$ cat config.mk
export PLATFORM = sky130hd
export DESIGN_NAME = c_result_collector_flat
export DESIGN_NICKNAME = d
export VERILOG_FILES = /design/src/rtl/c_result_collector_if.sv /design/src/rtl/c_result_collector.sv /design/src/flat_wrapper.sv
export SDC_FILE = /design/constraint.sdc
export NUM_CORES = 1
export LEC_CHECK = 0
export CAP_MARGIN = 20
export CORE_MARGIN = 2
export CORE_UTILIZATION = 50
export CTS_CLUSTER_SIZE = 14
export DETAILED_ROUTE_END_ITERATION = 12
export HOLD_SLACK_MARGIN = 0.02
export PLACE_DENSITY = 0.68
export SYNTH_ARGS = -nofsm -noshare
export SYNTH_HDL_FRONTEND = slang
export SYNTH_SLANG_ARGS = --single-unit
$ cat constraint.sdc
create_clock -name clk -period 2.38 [get_ports clk]
set_clock_uncertainty 0.2 [all_clocks]
set_input_delay 0.595 -clock clk [delete_from_list [all_inputs] [get_ports clk]]
set_output_delay 0.595 -clock clk [all_outputs]
set_load 0.02 [all_outputs]
$ cat src/rtl/c_result_collector_if.sv
// C result stream, bank read port and status/error signals of the result collector.
interface c_result_collector_if #(
  parameter int DATA_W = 32,
  parameter int CNT_W  = 16
);
  logic [DATA_W-1:0] s_axis_c_tdata;
  logic              s_axis_c_tvalid;
  logic              s_axis_c_tready;
  logic              s_axis_c_tlast;
  logic [1:0]        rd_addr;
  logic [DATA_W-1:0] rd_data;
  logic              res_valid;
  logic              res_release;
  logic [CNT_W-1:0]  frame_cnt;
  logic              err_early_last;
  logic              err_missing_last;
  logic              clr_err;

  modport master (
    output s_axis_c_tdata, s_axis_c_tvalid, s_axis_c_tlast, rd_addr, res_release, clr_err,
    input  s_axis_c_tready, rd_data, res_valid, frame_cnt, err_early_last, err_missing_last
  );

  modport slave (
    input  s_axis_c_tdata, s_axis_c_tvalid, s_axis_c_tlast, rd_addr, res_release, clr_err,
    output s_axis_c_tready, rd_data, res_valid, frame_cnt, err_early_last, err_missing_last
  );
endinterface

$ cat src/rtl/c_result_collector.sv
// Captures 4-beat 2x2 C bursts into ping-pong banks; read data has 1-cycle latency.
// tready drops while both banks hold unread results and returns the cycle after a release.
module c_result_collector #(
  parameter int DATA_W = 32,
  parameter int BEATS  = 4,
  parameter int CNT_W  = 16
) (
  input  logic                  clk,
  input  logic                  rst_n,
  c_result_collector_if.slave   bus
);
  localparam int IDX_W = $clog2(BEATS);

  typedef enum logic {COLLECT, DISCARD} state_t;

  state_t            state, state_nxt;
  logic [IDX_W-1:0]  wr_idx, wr_idx_nxt;
  logic              wr_bank, rd_bank;
  logic [1:0]        full_cnt, full_cnt_nxt;
  logic              tready_q;
  logic [CNT_W-1:0]  frame_cnt_q;
  logic              err_early_q, err_miss_q;
  logic [DATA_W-1:0] rd_data_q;
  logic [DATA_W-1:0] bank_mem [2][BEATS];

  logic accept, rel_ok, last_idx;
  logic commit, early, missing, wr_en;

  assign accept   = bus.s_axis_c_tvalid && tready_q;
  assign rel_ok   = bus.res_release && (full_cnt != 2'd0);
  assign last_idx = (wr_idx == IDX_W'(BEATS - 1));

  always_comb begin
    state_nxt    = state;
    wr_idx_nxt   = wr_idx;
    commit       = 1'b0;
    early        = 1'b0;
    missing      = 1'b0;
    wr_en        = 1'b0;
    case (state)
      COLLECT: begin
        if (accept) begin
          wr_en = 1'b1;
          if (bus.s_axis_c_tlast) begin
            wr_idx_nxt = '0;
            commit     = last_idx;
            early      = !last_idx;
          end else if (last_idx) begin
            wr_idx_nxt = '0;
            missing    = 1'b1;
            state_nxt  = DISCARD;
          end else begin
            wr_idx_nxt = wr_idx + IDX_W'(1);
          end
        end
      end
      DISCARD: begin
        if (accept && bus.s_axis_c_tlast) begin
          state_nxt  = COLLECT;
          wr_idx_nxt = '0;
        end
      end
      default: state_nxt = COLLECT;
    endcase
    full_cnt_nxt = full_cnt + 2'(commit) - 2'(rel_ok);
  end

  always_ff @(posedge clk or negedge rst_n) begin
    if (!rst_n) begin
      state       <= COLLECT;
      wr_idx      <= '0;
      wr_bank     <= 1'b0;
      rd_bank     <= 1'b0;
      full_cnt    <= 2'd0;
      tready_q    <= 1'b0;
      frame_cnt_q <= '0;
      err_early_q <= 1'b0;
      err_miss_q  <= 1'b0;
      rd_data_q   <= '0;
    end else begin
      state       <= state_nxt;
      wr_idx      <= wr_idx_nxt;
      full_cnt    <= full_cnt_nxt;
      // Registered from next occupancy so tready never depends on tvalid or release combinationally
      tready_q    <= (full_cnt_nxt != 2'd2);
      rd_data_q   <= bank_mem[rd_bank][bus.rd_addr];
      if (commit) begin
        wr_bank     <= !wr_bank;
        frame_cnt_q <= frame_cnt_q + CNT_W'(1);
      end
      if (rel_ok) rd_bank <= !rd_bank;
      if (early) err_early_q <= 1'b1;
      else if (bus.clr_err) err_early_q <= 1'b0;
      if (missing) err_miss_q <= 1'b1;
      else if (bus.clr_err) err_miss_q <= 1'b0;
    end
  end

  // Bank storage carries no reset
  always_ff @(posedge clk) begin
    if (wr_en) bank_mem[wr_bank][wr_idx] <= bus.s_axis_c_tdata;
  end

  assign bus.s_axis_c_tready  = tready_q;
  assign bus.rd_data          = rd_data_q;
  assign bus.res_valid        = (full_cnt != 2'd0);
  assign bus.frame_cnt        = frame_cnt_q;
  assign bus.err_early_last   = err_early_q;
  assign bus.err_missing_last = err_miss_q;
endmodule
$ cat src/flat_wrapper.sv
// flat-port wrapper written by rule: the top's interface ports become plain ports
module c_result_collector_flat 
#(
  parameter int DATA_W = 32,
  parameter int BEATS  = 4,
  parameter int CNT_W  = 16
)
  (clk, rst_n, bus_s_axis_c_tdata, bus_s_axis_c_tvalid, bus_s_axis_c_tlast, bus_rd_addr, bus_res_release, bus_clr_err, bus_s_axis_c_tready, bus_rd_data, bus_res_valid, bus_frame_cnt, bus_err_early_last, bus_err_missing_last);
  c_result_collector_if #(.DATA_W(DATA_W), .CNT_W(CNT_W)) bus_i ();
  input  logic clk;
  input  logic rst_n;
  input wire logic [$bits(bus_i.s_axis_c_tdata)-1:0] bus_s_axis_c_tdata;
  input wire logic [$bits(bus_i.s_axis_c_tvalid)-1:0] bus_s_axis_c_tvalid;
  input wire logic [$bits(bus_i.s_axis_c_tlast)-1:0] bus_s_axis_c_tlast;
  input wire logic [$bits(bus_i.rd_addr)-1:0] bus_rd_addr;
  input wire logic [$bits(bus_i.res_release)-1:0] bus_res_release;
  input wire logic [$bits(bus_i.clr_err)-1:0] bus_clr_err;
  output wire logic [$bits(bus_i.s_axis_c_tready)-1:0] bus_s_axis_c_tready;
  output wire logic [$bits(bus_i.rd_data)-1:0] bus_rd_data;
  output wire logic [$bits(bus_i.res_valid)-1:0] bus_res_valid;
  output wire logic [$bits(bus_i.frame_cnt)-1:0] bus_frame_cnt;
  output wire logic [$bits(bus_i.err_early_last)-1:0] bus_err_early_last;
  output wire logic [$bits(bus_i.err_missing_last)-1:0] bus_err_missing_last;
  assign bus_i.s_axis_c_tdata = bus_s_axis_c_tdata;
  assign bus_i.s_axis_c_tvalid = bus_s_axis_c_tvalid;
  assign bus_i.s_axis_c_tlast = bus_s_axis_c_tlast;
  assign bus_i.rd_addr = bus_rd_addr;
  assign bus_i.res_release = bus_res_release;
  assign bus_i.clr_err = bus_clr_err;
  assign bus_s_axis_c_tready = bus_i.s_axis_c_tready;
  assign bus_rd_data = bus_i.rd_data;
  assign bus_res_valid = bus_i.res_valid;
  assign bus_frame_cnt = bus_i.frame_cnt;
  assign bus_err_early_last = bus_i.err_early_last;
  assign bus_err_missing_last = bus_i.err_missing_last;
  c_result_collector #(.DATA_W(DATA_W), .BEATS(BEATS), .CNT_W(CNT_W)) u_core (.clk(clk), .rst_n(rst_n), .bus(bus_i));
endmodule
==> summary.txt, run 1 <==
Timing
  – Final hold violations: 0
  – Clock period minus worst slack: 2.31 ns
  – Final setup viols: 0
  – Fmax: 432 MHz
  – Rel. slew slack: 56.1%
  – Worst-Margin Slew: 0.658 ns
  – Slew Limit Fails: 0
  – Crit share post-route: 97.2%
  – RSZ-0062 raised after global routing: false

GRT
  – Initial antenna violation count: 0
  – Number of global-route vias before repair: 5779
  – Remaining Overflow, GRT: 0
  – First-pass GRT wire length: 33.8 mm
  – GRT Resource Usage Total: 18.4%
  – Largest net degree at the start of global routing: 47

Setup path
  – Slowest cell delay on critical path: 0.61 ns
  – FF-to-FF Start: u_core.full_cnt[1]
  – Cell Chain, Critical Path: clkdlybuf4s50_1
  – CP endpoint kind: primary output
  – Critical path arrival: 1.52 ns
  – Worst EP required: 1.58 ns
  – Register-to-register setup slack: 0.30 ns
  – Crit-path max FO: 2
  – Buffer and inverter count on the worst path: 1
  – FF-to-FF End: u_core.bus.s_axis_c_tready
  – Reg2reg path depth: 8
  – Cell family with most CP delay: buffers and inverters
  – Setup crit start kind: flip-flop
  – Crit-path slowest cell: clkdlybuf4s50_1
  – Setup Crit Path Kind: flip-flop to primary output

Yosys
  – Netlist Area Pre-Place: 0.0117 mm2
  – Synth top cells by count: 256 x edfxtp_1, 61 x mux4_2, 58 x dfrtp_1
  – Synth Instances: 518
  – Register bit total from synthesis: 314
  – Asr flop ratio synth: 18.5%
  – Count of different cell masters after synthesis: 30
  – Yosys top cell area share: 65.8%
  – Post-synth top area cell: edfxtp_1
  – Yosys warns: 0
  – Synth Flop Type: edfxtp_1
  – Syn avg cell area: 22.5 um2
  – Register area share after synthesis: 78.3%
  – Post-synth EDFFs: 256
  – Mapped Nets: 565
  – Synth top area cells: edfxtp_1 66%, dfrtp_1 12%, mux4_2 12%
  – Most frequent cell after synthesis: edfxtp_1

Placed design
  – Placer Congestion: 0.774
  – Post-DP HPWL: 13.5 mm
  – DP Area: 0.0134 mm2
  – I/O Buffers: 91

Detailed routing
  – DR vias/cell: 5.44
  – Drt first pass iters: 4
  – Initial DRC count: 336
  – DR vias: 5441
  – DR DRC count: 0
  – WL final: 21.9 mm
  – Wirelength per Cell: 21.9 um
  – Post-route ant nets: 0

Clocking
  – Reg clk slew, reported paths: 0.06 ns
  – Worst-Skew Late Latency: 0.55 ns
  – Root buf cell: clkbuf_16
  – CTS Buf Count: 31
  – H-tree levels: 1
  – Postcts setup bufs: 0
  – CTS tree: done
  – Deepest clock path buffer count: 3
  – Sinks on Clock Net: 314

Floorplan
  – Core area: 0.0228 mm2
  – Die height: 157 um
  – Die ar.: 0.0246 mm2
  – Starting density of the core: 51.3%
  – FP Rows: 55
  – Die width: 157 um
  – # IOs: 92

Power and ir drop
  – Sw frac: 25.0%
  – Combinational share of power: 22.1%
  – Leak pwr: 0.00507 uW
  – Flop pwr share: 46.0%
  – Worst vdd ir: 0.834 mV
  – Cell area power density: 1060 mW/mm2
  – Psw: 3820 uW
  – Int Power: 11500 uW
  – Clk network pwr share: 31.9%
  – Total power: 15300 uW

Cells and area
  – Share of layout cells above drive strength 1: 28.1%
  – Area grow syn2layout: 23.4%
  – Antenna diodes: 0
  – Net count, final: 710
  – Fillers: 1512
  – Finished Cell Area: 0.0144 mm2

Flow run
  – Max-Cap Viols: 0

Hold path
  – Worst hold path stage count: 1
  – Hold path startpoint: u_core.bus.frame_cnt[15]
  – Hold EP: u_core.bus.frame_cnt[15]
  – Hold/Removal Path Class: flip-flop to flip-flop

Outcome
  – Status: finished, final reports clean
## metrics by stage
| step | TNS, ns | setup WS [ns] | hold WS, ns | utilization, % | std cells |
|---|---|---|---|---|---|
| 4_1_cts | 0 | 0.00898 | 0.283 | 63.2 | 1000 |
| 6_report | 0 | 0.0660 | 0.272 | 63.3 | 1000 |
| 3_5_place_dp | -3.12 | -0.0364 | 0.274 | 58.8 | 942 |
| 5_1_grt | 0 | 0.0175 | 0.321 | 63.3 | 1000 |
| 3_3_place_gp | -4.06 | -0.0522 | 0.271 | 58.8 | 942 |
| 2_1_floorplan | 0 | 0.0636 | 0.0994 | - | 518 |
## sequential cells by signal (all words and copies together), names as in the netlist
name,flops
u_core.bank_mem,256
u_core.bus.rd_data,32
u_core.bus.frame_cnt,16
u_core.full_cnt,2
u_core.wr_idx,2
u_core.bus.err_early_last,1
u_core.bus.err_missing_last,1
u_core.bus.s_axis_c_tready,1
u_core.rd_bank,1
u_core.state,1
u_core.wr_bank,1
## cell usage in the layout (no fill, tap or decap), drive strengths merged, types with 7 or more instances in the layout
cell type and instances:
buf 42, mux4 64, clkinv 14, nand2 10
inv 8, clkdlybuf4s50 70, dlygate4sd2 15, xnor2 13
nand3 7, mux2 33, ha 7, clkbuf 35
edfxtp 256, dfrtp 58
## kinds of logic (layout without fill, tap and decap cells)
group / after synthesis / in the layout / synth area share (%)
flops: 314 / 314 / 78.3
xor+xnor: 19 / 19 / 1.43
buf+inv: 26 / 195 / 1.25
compound gates: 7 / 7 / 0.429
mux: 97 / 97 / 15.6
fa+ha+maj: 7 / 7 / 0.750
simple gates: 48 / 48 / 2.24
## worst max path at each step
stage,startpoint,endpoint,slack [ns],cells after the start
after floorplan,bus_s_axis_c_tvalid,u_core.bank_mem[0][64],0.06,3
after global placement,bus_s_axis_c_tvalid,u_core.bank_mem[0][46],-0.05,6
after detailed placement,bus_s_axis_c_tvalid,u_core.bank_mem[0][19],-0.04,6
after CTS,u_core.bus.frame_cnt[14],bus_frame_cnt[14],0.009,1
after global routing,u_core.full_cnt[0],bus_res_valid,0.02,2
final,u_core.bus.err_early_last,bus_err_early_last,0.07,1
## worst reg2reg max path, cell delays in order, from the launching register on
cell and delay, ns:
dfrtp_1 0.39, or2_2 0.28, and2_1 0.18, ha_1 0.29, inv_1 0.04, ha_1 0.18
xnor2_1 0.16, xnor2_1 0.17, nand2b_1 0.07
## routing by layer
metal | share of wire, % | global-route usage [%] | up-vias | wire length, um
li1 | - | - | 2401 | -
met1 | 43 | 26.0 | 2845 | 9480
met2 | 50 | 30.8 | 167 | 10900
met3 | 5.4 | 2.77 | 28 | 1180
met4 | 1.6 | 4.06 | 0 | 342
met5 | 0 | 0 | - | 0
## power groups by stage
stage | Sequential (uW) | Clock (uW) | Combinational, uW
2_1_floorplan | 7360 | 0 | 1790
3_3_place_gp | 7110 | 0 | 3410
3_5_place_dp | 7140 | 0 | 3450
4_1_cts | 7040 | 4970 | 3470
5_1_grt | 7100 | 5180 | 3640
6_report | 7040 | 4880 | 3380
## cell type report
cell class,count,area [um2],share of cell area (%)
flip-flops and latches,314,9140,63.4
multi-input cells,178,2400,16.7
repair buffers,131,1430,9.89
clock buffers,35,791,5.49
well taps,313,392,2.72
clock inverters,22,236,1.64
inverters,7,26.3,0.182
## repair_timing
action                                  4_1_cts  5_1_grt
endpoints found under the hold margin        44        0
gates cloned                                  0        0
pin swaps                                     0        0
hold buffers                                  1        0
gates resized for setup                      16        3
endpoints found under the setup margin       16        3
No activity file was read; power rests on OpenSTA's default activity.
==> run 2, diff against run 1 <==
--- a/config.mk
+++ b/config.mk
@@ -5,13 +5,13 @@
 export SDC_FILE = /design/constraint.sdc
 export NUM_CORES = 1
 export LEC_CHECK = 0
-export CAP_MARGIN = 20
 export CORE_MARGIN = 2
 export CORE_UTILIZATION = 50
 export CTS_CLUSTER_SIZE = 14
 export DETAILED_ROUTE_END_ITERATION = 12
 export HOLD_SLACK_MARGIN = 0.02
 export PLACE_DENSITY = 0.68
+export SLEW_MARGIN = 30
 export SYNTH_ARGS = -nofsm -noshare
 export SYNTH_HDL_FRONTEND = slang
 export SYNTH_SLANG_ARGS = --single-unit
==> results of run 2 <==
Final layout, timing and power as in run 1 (identical DEF).
